<file path="src/rtl/jk_cmd_seq.sv">
// rtl/jk_cmd_seq.sv - FIFO-buffered command sequencer driving a JK flip-flop stage
// Optional JK_SEQ_PRED_EN adds q/q_pred/mismatch flip-flop prediction.
module jk_cmd_seq #(
   parameter int DEPTH = 4,
   parameter int RPT_W = 4
) (
   input  logic                    clk,
   input  logic                    reset,
   input  logic                    cmd_valid,
   output logic                    cmd_ready,
   input  logic [1:0]              cmd_jk,
   input  logic [RPT_W-1:0]        cmd_rpt,
   input  logic                    enable,
`ifdef JK_SEQ_PRED_EN
   input  logic                    q,
   output logic                    q_pred,
   output logic                    mismatch,
`endif
   output logic [1:0]              jk,
   output logic                    busy,
   output logic [$clog2(DEPTH):0]  level
);

   localparam int AW = $clog2(DEPTH);
   localparam int LW = AW + 1;

   typedef enum logic {IDLE, ISSUE} state_t;

   logic [RPT_W+1:0]  mem [DEPTH];
   logic [AW-1:0]     wr_ptr, rd_ptr;
   logic [RPT_W+1:0]  head;
   logic [1:0]        head_jk;
   logic [RPT_W-1:0]  head_rpt;
   logic              push, pop, empty, full;

   state_t            state, state_nx;
   logic [1:0]        code, code_nx, jk_nx;
   logic [RPT_W-1:0]  cnt, cnt_nx;

   assign full      = (level == LW'(DEPTH));
   assign empty     = (level == '0);
   assign cmd_ready = !full;
   assign push      = cmd_valid && !full;
   assign head      = mem[rd_ptr];
   assign head_jk   = head[RPT_W+1:RPT_W];
   assign head_rpt  = head[RPT_W-1:0];
   assign busy      = (state == ISSUE);

   always_ff @(posedge clk) begin
      if (push) mem[wr_ptr] <= {cmd_jk, cmd_rpt};
   end

   // Full blocks pushes even when a pop frees a slot in the same cycle.
   always_ff @(posedge clk or posedge reset) begin
      if (reset) begin
         wr_ptr <= '0;
         rd_ptr <= '0;
         level  <= '0;
      end else begin
         if (push) wr_ptr <= wr_ptr + 1'b1;
         if (pop)  rd_ptr <= rd_ptr + 1'b1;
         case ({push, pop})
            2'b10:   level <= level + 1'b1;
            2'b01:   level <= level - 1'b1;
            default: ;
         endcase
      end
   end

   always_ff @(posedge clk or posedge reset) begin
      if (reset) begin
         state <= IDLE;
         code  <= 2'b00;
         cnt   <= '0;
         jk    <= 2'b00;
      end else begin
         state <= state_nx;
         code  <= code_nx;
         cnt   <= cnt_nx;
         jk    <= jk_nx;
      end
   end

   // Each enabled ISSUE edge either spends one more repeat or retires the command;
   // a disabled edge parks jk at hold without touching the count.
   always_comb begin
      state_nx = state;
      code_nx  = code;
      cnt_nx   = cnt;
      jk_nx    = 2'b00;
      pop      = 1'b0;
      case (state)
         IDLE: begin
            if (!empty && enable) begin
               pop      = 1'b1;
               code_nx  = head_jk;
               cnt_nx   = head_rpt;
               jk_nx    = head_jk;
               state_nx = ISSUE;
            end
         end
         ISSUE: begin
            if (enable) begin
               if (cnt != '0) begin
                  cnt_nx = cnt - 1'b1;
                  jk_nx  = code;
               end else if (!empty) begin
                  pop     = 1'b1;
                  code_nx = head_jk;
                  cnt_nx  = head_rpt;
                  jk_nx   = head_jk;
               end else begin
                  state_nx = IDLE;
               end
            end
         end
         default: state_nx = IDLE;
      endcase
   end

`ifdef JK_SEQ_PRED_EN
   always_ff @(posedge clk or posedge reset) begin
      if (reset) begin
         q_pred   <= 1'b0;
         mismatch <= 1'b0;
      end else begin
         case (jk)
            2'b01:   q_pred <= 1'b0;
            2'b10:   q_pred <= 1'b1;
            2'b11:   q_pred <= !q_pred;
            default: ;
         endcase
         if (q != q_pred) mismatch <= 1'b1;
      end
   end
`endif

endmodule

</file>
<file path="config.mk">
export PLATFORM = sky130hd
export DESIGN_NAME = jk_cmd_seq
export DESIGN_NICKNAME = d
export VERILOG_FILES = /design/src/rtl/jk_cmd_seq.sv
export SDC_FILE = /design/constraint.sdc
export NUM_CORES = 1
export LEC_CHECK = 0
export ABC_CLOCK_PERIOD_IN_PS = 5400
export BUFFER_PORTS_ARGS = -buffer_cell sky130_fd_sc_hd__buf_2
export CAP_MARGIN = 20
export CORE_ASPECT_RATIO = 1.5
export CORE_UTILIZATION = 45
export CTS_BUF_LIST = sky130_fd_sc_hd__clkbuf_8
export CTS_CLUSTER_DIAMETER = 50
export DETAILED_ROUTE_END_ITERATION = 10
export PLACE_DENSITY = 0.61
export SLEW_MARGIN = 20
export SYNTH_ARGS = -nofsm -noshare
export SYNTH_HDL_FRONTEND = slang
export SYNTH_SLANG_ARGS = --single-unit
export TNS_END_PERCENT = 1
</file>
<file path="constraint.sdc">
create_clock -name clk -period 5.4 [get_ports clk]
set_clock_uncertainty 0.15 [all_clocks]
set_input_delay 0 -clock clk [delete_from_list [all_inputs] [get_ports clk]]
set_output_delay 0 -clock clk [all_outputs]
set_load 0.005 [all_outputs]
</file>
==> summary.md <==
| Metric | Value |
|---|---|
| Outcome | finished clean |
| Die area | 4172 um2 |
| DRT antenna net count | 0 |
| CTS sink cnt | 40 |
| # diodes | 0 |
| Die H | approximately 79 um |
| Register area | 1121 um2 |
| Synth area leader | edfxtp_1 |
| Iter 0 DRT Violations | 44 |
| Final Setup Violations | 0 |
| Vias | roughly 980 |
| Sequential share of the synthesized area | 63.68% |
| Reg-to-reg startpoint | cnt[0] |
| Hold slack | ~0.18 ns |
| Max VDD drop | 0.3449 mV |
| Largest net degree at the start of global routing | 17 |
| IO buf count | 16 |
| Chip Width | 53.07 um |
| CP startpoint | cnt[0] |
| Initial core utilization | 47.37% |
| Fmax | 382.8 MHz |
| Aggregate global routing overflow | 0 |
| Final GP Congestion | 0.7800 |
| Max cap viols | 0 |
| Max Root-Sink Buffers | 2 |
| Reg clk slew, reported paths | ~0.08 ns |
| Clk root buf | clkbuf_8 |
| Slew @ Worst Pin | 0.6326 ns |
| Post-Layout Inst Area | 2128 um2 |
| Vias in the first global route | 1011 |
| Share of cells above drive strength 1 | 25.00% |
| H-tree Lvls | 2 |
| Final wirelength | approximately 2800 um |
| Fin crit period | 2.612 ns |
| Placement Cell Area | ~1900 um2 |
| First-pass GRT wire length | 4857 um |
| Critical path launch point type | flip-flop |
| CTS tree | done |
| Core Rows | 27 |
| Setup Crit Path Kind | flip-flop to flip-flop |
| 1st-pass router iterations | 4 |
| Fin. Hold Viols | 0 |
| Post-synthesis cell area | 1760 um2 |
| Core area | about 3700 um2 |
| GR Util All Layers | 17.01% |
| Fillers | roughly 300 |
| CP endpoint kind | flip-flop |
| Number of flops mapped to enable cells by yosys | 24 |
| Post-DP HPWL | 1980 um |
| Post-synth top area share | about two fifths |
| Initial antenna violation count | 0 |
| Critical Path AT | around 2.7 ns |
| Hold Crit Class | input pin to asynchronous set/reset pin |
| Yosys cell types | 28 |
| Gate Count Post-Synth | 117 |
| Main synth FF type | edfxtp_1 |
| Avg Cell Area, Syn | 15.05 um2 |
| Post-CTS setup repair buffer count | 0 |
| Synth warnings | 0 |
| Via-per-instance ratio | around 5 |
| Num ports | 17 |
| Post-DR wirelength/cell | 14.50 um |
| Drt drc | 0 |
| Final-report max-slew violation count | 0 |
| Leakage power | between 0.8 and 0.9 nW |
| PwrDens | 528.5 nW/um2 |
| Seq cells post-synth | 40 |
| Dpl ws | 2.801 ns |
| Nets | approximately 170 |
| CTS buffer count | 5 |
| Total power | 1.125 mW |
| CP required | 5.47 ns |
| Worst reg-to-reg path cell count | 10 |
| RSZ-0062 raised after global routing | false |
| Worst r2r dst | level[2] |
| Clock Latency Late Sink | 0.29 ns |
| Setup TNS | 0 ns |
| Net Count, Synth | 135 |
| Async S/R FF share, synth | 40.00% |
| PnR worst setup slack | 2.788 ns |
| Area of the multi-input gates | 579.3 um2 |
| Synth area leaders | edfxtp_1 (41%), dfrtp_1 (23%), mux4_2 (7.7%) |
| Reg2reg setup slack | 2.79 ns |
| Synth-to-Final Area Change | 20.90% |
| Max FO, Critical Path | 5 |
| Relative slew slack | just under 60% |
| Tcrit/Tclk final | 48.38% |
[layout by cell type (no fill, tap or decap)]
master         synthesis  layout
a22oi_1                4       4
bufinv_16              0       3
o31ai_1                1       1
xor2_1                 3       3
and2_1                 2       2
and3_1                 4       4
clkbuf_8               0       5
nor2_1                 4       4
mux4_2                 6       6
o2bb2ai_2              1       1
a21oi_4                1       1
o21a_1                 1       1
inv_1                 12      12
buf_2                  0      16
nand2_1                4       4
nand3_1                6       6
o21ai_0                4       4
and2_2                 1       1
a21oi_1                2       2
ha_1                   7       7
dlygate4sd3_1          0       9
mux2_2                 3       3
nor3_1                 2       2
fa_1                   1       1
xnor2_1                3       3
edfxtp_1              24      24
dfrtp_1               16      16
mux2i_1                1       1
or3b_4                 1       1
o211ai_1               1       1
[per-layer routing]
metal	wire length, um	GRT usage [%]	vias up
met5	0	0	-
met4	68	8.684	0
met3	81	5.233	5
met2	1423	25.95	16
met1	1195	21.34	474
li1	-	-	488
[metrics by stage]
| step | instances | util [%] |
|---|---|---|
| global route | 191 | 57.27 |
| detailed placement | 174 | 50.57 |
| floorplan | 117 | - |
| finish | 191 | 57.27 |
| global placement | 174 | 50.57 |
| CTS | 191 | 57.27 |
[kinds of logic (layout without fill, tap and decap cells)]
logic type | Yosys count | count (layout) | share of synthesized area [%]
compound gates | 15 | 15 | 6.468
mux | 10 | 10 | 10.16
simple gates | 24 | 24 | 7.178
buf+inv | 14 | 45 | 3.411
xor+xnor | 6 | 6 | 2.986
fa+ha+maj | 8 | 8 | 6.112
flops | 40 | 40 | 63.68
[sequential cells by signal, indices dropped and copies added, names as in the netlist]
signal / count
mem: 24
cnt: 4
level: 3
code: 2
jk: 2
rd_ptr: 2
wr_ptr: 2
busy: 1
[synth_stat cells (3+ instances only)]
cell type / count
ha_1: 7
mux4_2: 6
o21ai_0: 4
edfxtp_1: 24
nand2_1: 4
dfrtp_1: 16
nand3_1: 6
nor2_1: 4
xnor2_1: 3
xor2_1: 3
mux2_2: 3
a22oi_1: 4
and3_1: 4
inv_1: 12
[worst max-delay path, stage by stage (launching register included)]
cell,delay (ns)
dfrtp_1,0.39
inv_1,0.12
ha_1,0.15
or3b_4,0.41
a21oi_4,0.24
ha_1,0.22
inv_1,0.06
fa_1,0.37
xor2_1,0.17
nor2_1,0.11
xor2_1,0.15
[where the power goes]
group	switching, mW	total [mW]	internal, mW
Combinational	0.142	0.299	0.156
Clock	0.104	0.335	0.231
Sequential	0.0711	0.491	0.420
Total	0.317	1.12	0.808
[how the worst max path moves through the flow]
stage,endpoint,cells after the start
4_1_cts,level[2],10
3_3_place_gp,level[2],10
6_report,level[2],10
5_1_grt,level[2],10
3_5_place_dp,level[2],10
2_1_floorplan,level[2],10
[final cells by class]
class,count,area share [%]
clock inverter,3,4.233
sequential,40,52.68
timing repair buffer,25,7.995
tap,43,2.528
inverter,12,2.116
clock buffer,5,3.233
multi-input combinational,63,27.22
[repair_timing]
item	in CTS	in global routing
hold buffers	9	0
gates resized for setup	0	0
endpoints found under the hold margin	45	0
(Power assumes the default switching activity.)
